**config.mk**
```make
export PLATFORM = sky130hd
export DESIGN_NAME = axi4_lite_slave_regbank
export DESIGN_NICKNAME = d
export VERILOG_FILES = /design/src/rtl/axi4_lite_slave_regbank.sv
export SDC_FILE = /design/constraint.sdc
export NUM_CORES = 1
export LEC_CHECK = 0
export CAP_MARGIN = 15
export CORE_UTILIZATION = 64
export DETAILED_ROUTE_END_ITERATION = 10
export DONT_BUFFER_PORTS = 1
export PLACE_DENSITY = 0.8
export SLEW_MARGIN = 20
export SYNTH_ARGS = -nofsm -noshare
export SYNTH_HDL_FRONTEND = slang
export SYNTH_SLANG_ARGS = --single-unit
```
**constraint.sdc**
```tcl
create_clock -name aclk -period 3.54 [get_ports aclk]
set_clock_uncertainty 0.05 [all_clocks]
set_input_delay 0.354 -clock aclk [delete_from_list [all_inputs] [get_ports aclk]]
set_output_delay 0.354 -clock aclk [all_outputs]
set_load 0.01 [all_outputs]
```
**src/rtl/axi4_lite_slave_regbank.sv**
```systemverilog
// AXI4-Lite slave register bank.
// Independent write and read channels, byte-strobe writes, SLVERR on
// accesses outside the register window.
module axi4_lite_slave_regbank #(
  parameter int unsigned            ADDR_WIDTH = 32,
  parameter int unsigned            DATA_WIDTH = 32,
  parameter int unsigned            NUM_REGS   = 16,
  parameter logic [ADDR_WIDTH-1:0]  BASE_ADDR  = '0
) (
  input  logic                      aclk,
  input  logic                      aresetn,
  input  logic [ADDR_WIDTH-1:0]     awaddr,
  input  logic [2:0]                awprot,
  input  logic                      awvalid,
  output logic                      awready,
  input  logic [DATA_WIDTH-1:0]     wdata,
  input  logic [DATA_WIDTH/8-1:0]   wstrb,
  input  logic                      wvalid,
  output logic                      wready,
  output logic [1:0]                bresp,
  output logic                      bvalid,
  input  logic                      bready,
  input  logic [ADDR_WIDTH-1:0]     araddr,
  input  logic [2:0]                arprot,
  input  logic                      arvalid,
  output logic                      arready,
  output logic [DATA_WIDTH-1:0]     rdata,
  output logic [1:0]                rresp,
  output logic                      rvalid,
  input  logic                      rready
);

  localparam int unsigned           STRB_W  = DATA_WIDTH / 8;
  localparam int unsigned           LSB     = $clog2(STRB_W);
  localparam int unsigned           IDX_W   = $clog2(NUM_REGS);
  localparam logic [ADDR_WIDTH-1:0] NREGS_A = ADDR_WIDTH'(NUM_REGS);
  localparam logic [1:0]            RESP_OKAY   = 2'b00;
  localparam logic [1:0]            RESP_SLVERR = 2'b10;

  typedef enum logic [1:0] {
    W_IDLE,
    W_HAVE_ADDR,
    W_HAVE_DATA,
    W_RESP
  } wstate_t;

  typedef enum logic {
    R_IDLE,
    R_RESP
  } rstate_t;

  wstate_t wstate, wnext;
  rstate_t rstate, rnext;

  logic                    live;
  logic [DATA_WIDTH-1:0]   regs [NUM_REGS];

  logic [ADDR_WIDTH-1:0]   awaddr_q;
  logic [DATA_WIDTH-1:0]   wdata_q;
  logic [STRB_W-1:0]       wstrb_q;

  logic                    aw_hs;
  logic                    w_hs;
  logic                    ar_hs;
  logic                    commit;

  logic [ADDR_WIDTH-1:0]   w_addr_c;
  logic [DATA_WIDTH-1:0]   w_data_c;
  logic [STRB_W-1:0]       w_strb_c;
  logic [ADDR_WIDTH-1:0]   w_off;
  logic [ADDR_WIDTH-1:0]   w_word;
  logic [IDX_W-1:0]        w_idx;
  logic                    w_in_range;

  logic [ADDR_WIDTH-1:0]   r_off;
  logic [ADDR_WIDTH-1:0]   r_word;
  logic [IDX_W-1:0]        r_idx;
  logic                    r_in_range;

  logic                    unused_prot;

  assign unused_prot = ^{awprot, arprot};

  assign aw_hs = awvalid && awready;
  assign w_hs  = wvalid  && wready;
  assign ar_hs = arvalid && arready;

  // The later of the two handshakes commits; the earlier one came from the latch.
  assign commit = ((wstate == W_IDLE)      && aw_hs && w_hs) ||
                  ((wstate == W_HAVE_ADDR) && w_hs)          ||
                  ((wstate == W_HAVE_DATA) && aw_hs);

  assign w_addr_c = (wstate == W_HAVE_ADDR) ? awaddr_q : awaddr;
  assign w_data_c = (wstate == W_HAVE_DATA) ? wdata_q  : wdata;
  assign w_strb_c = (wstate == W_HAVE_DATA) ? wstrb_q  : wstrb;

  assign w_off      = w_addr_c - BASE_ADDR;
  assign w_word     = w_off >> LSB;
  assign w_idx      = w_word[IDX_W-1:0];
  assign w_in_range = (w_addr_c >= BASE_ADDR) && (w_word < NREGS_A);

  assign r_off      = araddr - BASE_ADDR;
  assign r_word     = r_off >> LSB;
  assign r_idx      = r_word[IDX_W-1:0];
  assign r_in_range = (araddr >= BASE_ADDR) && (r_word < NREGS_A);

  // Readies stay low until the first clock edge after reset release.
  always_ff @(posedge aclk or negedge aresetn) begin
    if (!aresetn) live <= 1'b0;
    else          live <= 1'b1;
  end

  // Write FSM state register.
  always_ff @(posedge aclk or negedge aresetn) begin
    if (!aresetn) wstate <= W_IDLE;
    else          wstate <= wnext;
  end

  // Write FSM next-state logic.
  always_comb begin
    wnext = wstate;
    case (wstate)
      W_IDLE: begin
        if (aw_hs && w_hs) wnext = W_RESP;
        else if (aw_hs)    wnext = W_HAVE_ADDR;
        else if (w_hs)     wnext = W_HAVE_DATA;
      end
      W_HAVE_ADDR: if (w_hs)   wnext = W_RESP;
      W_HAVE_DATA: if (aw_hs)  wnext = W_RESP;
      W_RESP:      if (bready) wnext = W_IDLE;
      default:                 wnext = W_IDLE;
    endcase
  end

  // Write channel outputs decoded from state; bvalid drops with async reset.
  always_comb begin
    awready = 1'b0;
    wready  = 1'b0;
    bvalid  = 1'b0;
    case (wstate)
      W_IDLE: begin
        awready = live;
        wready  = live;
      end
      W_HAVE_ADDR: wready  = live;
      W_HAVE_DATA: awready = live;
      W_RESP:      bvalid  = 1'b1;
      default: ;
    endcase
  end

  // Hold whichever of address or data arrives first.
  always_ff @(posedge aclk or negedge aresetn) begin
    if (!aresetn) begin
      awaddr_q <= '0;
      wdata_q  <= '0;
      wstrb_q  <= '0;
    end else begin
      if (aw_hs && (wstate == W_IDLE)) awaddr_q <= awaddr;
      if (w_hs && (wstate == W_IDLE)) begin
        wdata_q <= wdata;
        wstrb_q <= wstrb;
      end
    end
  end

  // Write response code captured at commit.
  always_ff @(posedge aclk or negedge aresetn) begin
    if (!aresetn)    bresp <= RESP_OKAY;
    else if (commit) bresp <= w_in_range ? RESP_OKAY : RESP_SLVERR;
  end

  // Register file with per-byte-lane update.
  always_ff @(posedge aclk or negedge aresetn) begin
    if (!aresetn) begin
      for (int unsigned i = 0; i < NUM_REGS; i++) regs[i] <= '0;
    end else if (commit && w_in_range) begin
      for (int unsigned k = 0; k < STRB_W; k++) begin
        if (w_strb_c[k]) regs[w_idx][8*k +: 8] <= w_data_c[8*k +: 8];
      end
    end
  end

  // Read FSM state register.
  always_ff @(posedge aclk or negedge aresetn) begin
    if (!aresetn) rstate <= R_IDLE;
    else          rstate <= rnext;
  end

  // Read FSM next-state logic.
  always_comb begin
    rnext = rstate;
    case (rstate)
      R_IDLE:  if (ar_hs)  rnext = R_RESP;
      R_RESP:  if (rready) rnext = R_IDLE;
      default:             rnext = R_IDLE;
    endcase
  end

  // Read channel outputs decoded from state.
  always_comb begin
    arready = 1'b0;
    rvalid  = 1'b0;
    case (rstate)
      R_IDLE:  arready = live;
      R_RESP:  rvalid  = 1'b1;
      default: ;
    endcase
  end

  // Read data/response sampled at AR handshake (sees pre-commit register value).
  always_ff @(posedge aclk or negedge aresetn) begin
    if (!aresetn) begin
      rdata <= '0;
      rresp <= RESP_OKAY;
    end else if (ar_hs) begin
      rdata <= r_in_range ? regs[r_idx] : '0;
      rresp <= r_in_range ? RESP_OKAY : RESP_SLVERR;
    end
  end

endmodule
```
---- Word level (Yosys, flattened, before mapping) ----
Index checks and enable logic that the tools add are counted.
word-level totals
  input bits .............................. 113
  bits in registers ....................... 620
  output and inout bits ................... 41
cells by class
  bitwise logic cells ..................... 3
  equality and inequality tests ........... 7
  magnitude comparators ................... 7
  muxes and demuxes ....................... 43
  reduce and logical (&&, ||, !) cells .... 19
operators by type and width
  cell                   count
  $mux W512              7
  $bwmux W512            4
  $demux W32 S4          4
  $mux W32               6
  $bmux W32 S4           1
  $ge A32 B1 Y1 const B  2
  $lt A30 B5 Y1 const B  2
  $mux W24               1
  $mux W16               1
  $mux W2                8
  $logic_and A1 B1 Y1    13
  $ge A5 B5 Y1 const B   2
  $not A4 Y5             2
  $mux W8                1
  $pmux W2 S4            1
  $mux W1                7
  $ne A2 B2 Y1 const B   3
  $lt A5 B1 Y1 const B   1
  $eq A2 B2 Y1 const B   2
  $mux W4                1
  $ne A4 B3 Y1 const B   1
  $reduce_and A4 Y1      1
  $reduce_or A2 Y1       2
  $eq A2 B1 Y1 const B   1
  other kinds (4)        5

---- Longest topological paths before layout ----
Gate-level depths: netlist of the first run.
  depth after elaboration ................. 18
  gate-level depth with buffers ........... 10
  mapped depth without buffers ............ 7

---- Least setup slack after synthesis of the first run ----
OpenSTA, ideal clock, no wires.
  path type ............................... register to register
  start point ............................. register wstate[1]
  end point ............................... register regs[120] (netlist bit)
  slack ................................... 0.550 ns
  path buffers ............................ 3
  period minus slack after synthesis ...... 2.990 ns
  cell stages (with the launch flop) ...... 11
  setup time .............................. 0.125 ns
  data arrival time ....................... 2.816 ns
  path through ............................ dfrtp_1 > inv_1 > ha_1 > nor4_1 > nand4_1 > or4_1 > clkbuf_1 > buf_2 > buf_4 > a2111oi_4 > mux2_2
on the way
  longest elaborated chain between the ends .. 15
ends and longest elaborated chain
  item                              line         RTL
  from (decl)                       52           wstate_t wstate, wnext;
  from (signal assigned)            116          else wstate <= wnext;
  $eq A2 B1 Y1                      90, 93, 140
  $mux W32                          93           assign w_addr_c = (wstate == W_HAVE_ADDR) ? awaddr_q : awaddr;
  $not A4 Y5 (implied by the code)  179          if (w_strb_c[k]) regs[w_idx][8*k +: 8] <= w_data_c[8*k +: 8];
  $demux W32 S4                     179
  $bwmux W512                       179
  $mux W512                         179
  $mux W512                         177          end else if (commit && w_in_range) begin
  $bwmux W512                       179
  $mux W512                         179
  $mux W512                         177
  $bwmux W512                       179
  $mux W512                         179
  $mux W512                         177
  $bwmux W512                       179
  $mux W512                         179
  to (signal, indexed assignment)   179
  to (decl)                         56           logic [DATA_WIDTH-1:0] regs [NUM_REGS];
Several ways; a longest one is shown, not always the timed one. The select of a mux whose other input is x is not followed.
A chain may end at the register's enable or synchronous reset.

---- Final worst setup path of the first run ----
  start point ............................. register wstate[1]
  end point ............................... register regs[335] (netlist bit)
on the way
  longest elaborated chain between the ends .. 15
ends and longest elaborated chain
  item                                                                      line
  $eq A2 B1 Y1                                                              90, 93, 140
  $mux W32                                                                  93
  $not A4 Y5 (implied by the code)                                          179
  $ge A5 B5 Y1 (implied by the code) (tied with other cells)                179
  $logic_and A1 B1 Y1 (implied by the code) or $bwmux W512 (tied branches)  179
  $mux W16 (implied by the code) or $mux W512 (tied branches)               179
  $demux W32 S4 or $mux W512 (tied branches)                                179, 177
  $bwmux W512                                                               179
  $mux W512                                                                 179
  $mux W512                                                                 177
  $bwmux W512                                                               179
  $mux W512                                                                 179
  $mux W512                                                                 177
  $bwmux W512                                                               179
  $mux W512                                                                 179
Several ways; a longest one is shown, not always the timed one. The select of a mux whose other input is x is not followed.

==> impl_metrics.json, run 1 <==
{
  "critPathBufInv": 3,
  "ctsHtreeMaxLevel": 2,
  "die_w_um": 214.8,
  "final.min_clock_period_ps": 3364,
  "num_rows": 77,
  "clock_latency_ps": 630,
  "first_pass_iters": 5,
  "yosys.area.top_type": "dfrtp_1",
  "async_flop_share_pct": 100.0,
  "place_area_mm2": 0.03053,
  "crit_start": "wstate[1]",
  "clkSinkCount": 616,
  "ys_ff_latch": 616,
  "grt_max_degree": 617,
  "status": "finished with violations",
  "wl_per_cell_um": 26.73,
  "fillers": 2584,
  "coreArea_mm2": 0.04441,
  "fin_cells": 2524,
  "cts_tree": "done",
  "routed_via_density": 6.609,
  "grt_pass1_vias": 18270,
  "violations": "hold timing",
  "internal-power_mw": 12.16,
  "drc": 0,
  "max_freq_mhz": 297.3,
  "gp_congestion": 0.8218,
  "startpoint_type": "register",
  "clkPwrFrac_pct": 38.6,
  "r2r_slack_ps": 180,
  "syn_area_mm2": 0.02899,
  "drt_wl_total_mm": 67.48,
  "grt_util_all_layers_pct": 30.25,
  "die_height_um": 214.8,
  "cts_made_buffers": 60,
  "total_leakage_power_nw": 14.95,
  "cp_slowest_cell": "a2111oi_4",
  "setup_ws_ps": 176.1,
  "cp_max_fo": 65,
  "ctsHoldBuffers": 68,
  "critPathMaxStageDelay_ps": 490,
  "utilization_pct": 74.86,
  "ios": 154,
  "synth_top_area_share_pct": 53.17,
  "max-cap-violations": 0,
  "hold_violations": 616,
  "cts_buffer_depth": 3,
  "drtAntennaViolNets": 0,
  "grt_overflow": 0,
  "finalPower_mw": 16.72,
  "stdcell_area_mm2": 0.03325,
  "r2r_start": "wstate[1]",
  "ys.flop_type": "dfrtp_1",
  "p_comb_share_pct": 15.3,
  "synth.area.top_cells": "dfrtp_1 53%, mux2_2 24%, mux4_2 9.9%",
  "dp_slack_ps": 326.2,
  "cp_data_required_time_ps": 4000,
  "final.period_utilization_pct": 95.03,
  "power.density_mw_per_mm2": 502.9,
  "hold_ws_ps": -613.9,
  "drive_gt1_share_pct": 52.28,
  "yosysSeqAreaShare_pct": 53.17,
  "maxSlewHeadroom_pct": 9.610,
  "synth-edff-count": 0,
  "nets": 1998,
  "critPathKind": "reg -> reg",
  "portBuffers": 0,
  "synth_warnings": 0,
  "cp-end-kind": "register",
  "grt_antenna_before_repair": 0,
  "post-dp-hpwl_mm": 38.34,
  "setup_viol": 0,
  "multiInputGateArea_mm2": 0.01310,
  "vias": 16680,
  "synth.distinct_cells": 33,
  "finalMaxSlewViolations": 0,
  "antennaDiodeCount": 0,
  "place_inst": 2343,
  "swShare_pct": 27.26,
  "cp_top_family": "simple AND/OR/NAND/NOR gates",
  "crit_chain": "inv_1 -> ha_1 -> or4b_1 -> nor3_1 -> nand4_1 -> buf_12 -> a2111oi_4 -> buf_4 -> mux2_2",
  "ir_drop_uv": 565.5,
  "syn_inst": 1781,
  "start_util_pct": 65.28,
  "min_path_type": "in -> async",
  "crit_arrival_ps": 3820,
  "tightest_slew_ps": 1356,
  "power.net_switching_mw": 4.559,
  "syn_avg_cell_area_um2": 16.28,
  "drt-initial-drc-count": 1445,
  "cts.clk_slew.worst_paths_ps": 70,
  "root_buffer": "clkbuf_16",
  "finalSetupTns_ps": 0,
  "grt_pass1_wl_mm": 106.9,
  "rsz0062_at_grt": "false",
  "area_growth_syn_to_layout_pct": 14.68,
  "cts_setup_buffers": 0,
  "seqCellArea_mm2": 0.01541,
  "die_area_mm2": 0.04616,
  "p_seq_share_pct": 46.1
}
final cells by class:
type / count / area share [%]
sequential: 616 / 46.36
multi-input combinational: 1035 / 39.40
clock buffer: 101 / 5.825
timing repair buffer: 159 / 5.795
tap: 592 / 2.228
clock inverter: 12 / 0.2860
inverter: 9 / 0.1016
worst reg2reg max path: stages, from the launching register on:
cell	delay, ps
dfrtp_1	420
inv_1	110
ha_1	220
or4b_1	460
nor3_1	240
nand4_1	200
buf_12	300
a2111oi_4	620
buf_4	260
mux2_2	360
power groups by stage:
stage / clock network (mW) / registers, mW / logic (mW)
after floorplan: 0 / 7.74 / 1.89
after CTS: 6.54 / 7.68 / 2.50
after global placement: 0 / 7.77 / 2.29
after detailed placement: 0 / 7.81 / 2.41
after global routing: 6.81 / 7.74 / 2.74
final: 6.45 / 7.70 / 2.56
cell usage in the layout (no fill, tap or decap), types with 4 or more instances in the layout:
cell / synthesis / final
a2111oi_4: 64 / 64
a21oi_1: 5 / 5
a22o_1: 32 / 32
a22oi_1: 65 / 65
buf_12: 0 / 45
buf_4: 16 / 46
clkbuf_1: 78 / 14
clkbuf_16: 0 / 61
clkbuf_8: 0 / 26
clkinv_2: 0 / 8
dfrtp_1: 616 / 616
dlygate4sd3_1: 0 / 68
inv_1: 9 / 9
mux2_2: 614 / 614
mux4_2: 128 / 128
nand2_1: 57 / 56
nand2b_1: 4 / 4
nand3_2: 0 / 5
nor3_1: 4 / 4
nor4_1: 14 / 13
o21ai_0: 5 / 5
o22ai_1: 4 / 4
o32ai_1: 4 / 4
layer usage:
layer,vias up,part of all wire (%),global-route usage (%)
met1,8992,42,40.56
met5,-,0,0
met2,465,50,50.01
met4,0,3.8,12.57
met3,169,4.5,4.374
li1,7055,-,-
path summary, 6_finish.rpt:
| check | to | depth (start not counted) |
|---|---|---|
| min in group aclk | wstate[1] | 3 |
| min | wdata_q[19] | 0 |
| min reg2reg | awaddr_q[29] | 1 |
| max | regs[335] | 9 |
| max reg2reg | regs[335] | 9 |
| max in group asynchronous | regs[324] | 0 |
sequential cells by signal, indices dropped and copies added, names as in the netlist:
name	count
bresp	1
wstate	2
live	1
wstrb_q	4
awaddr_q	30
rdata	32
rstate	1
regs	512
rresp	1
wdata_q	32
logic make-up after synthesis:
kind of cell	after synthesis	share of synthesized area, %
muxes	742	33.79
buffers and inverters	131	1.951
adders and majority gates	4	0.1726
DFF	616	53.17
and+or+nand+nor	102	1.657
other	2	0.02590
AOI/OAI and AO/OA	184	9.235
Yosys cell counts, drive strengths merged, types with 2 or more instances:
cell / n
a31oi: 2
o21ai: 5
nor3: 4
nor2: 4
o22ai: 4
mux2: 614
nand2: 57
a21oi: 5
nor2b: 3
nand4: 3
buf: 44
mux4: 128
ha: 4
clkbuf: 78
o32ai: 4
inv: 9
nor4: 14
conb: 2
nand2b: 4
a22oi: 65
or4: 2
dfrtp: 616
nand3: 7
a2111oi: 64
o21a: 2
a22o: 32
repair_timing:
| item | 4_1_cts | 5_1_grt |
|---|---|---|
| gates resized for setup | 0 | 1 |
| endpoints found under the hold margin | 684 | 616 |
| setup endpoints to repair | 0 | 446 |
Power figures use the tool's default switching activity.
==> run 2: changes to the inputs <==
Settings changed: CAP_MARGIN 15 to 20.
==> results of run 2 <==
No change in the layout: final DEF, timing and power equal those of run 1.
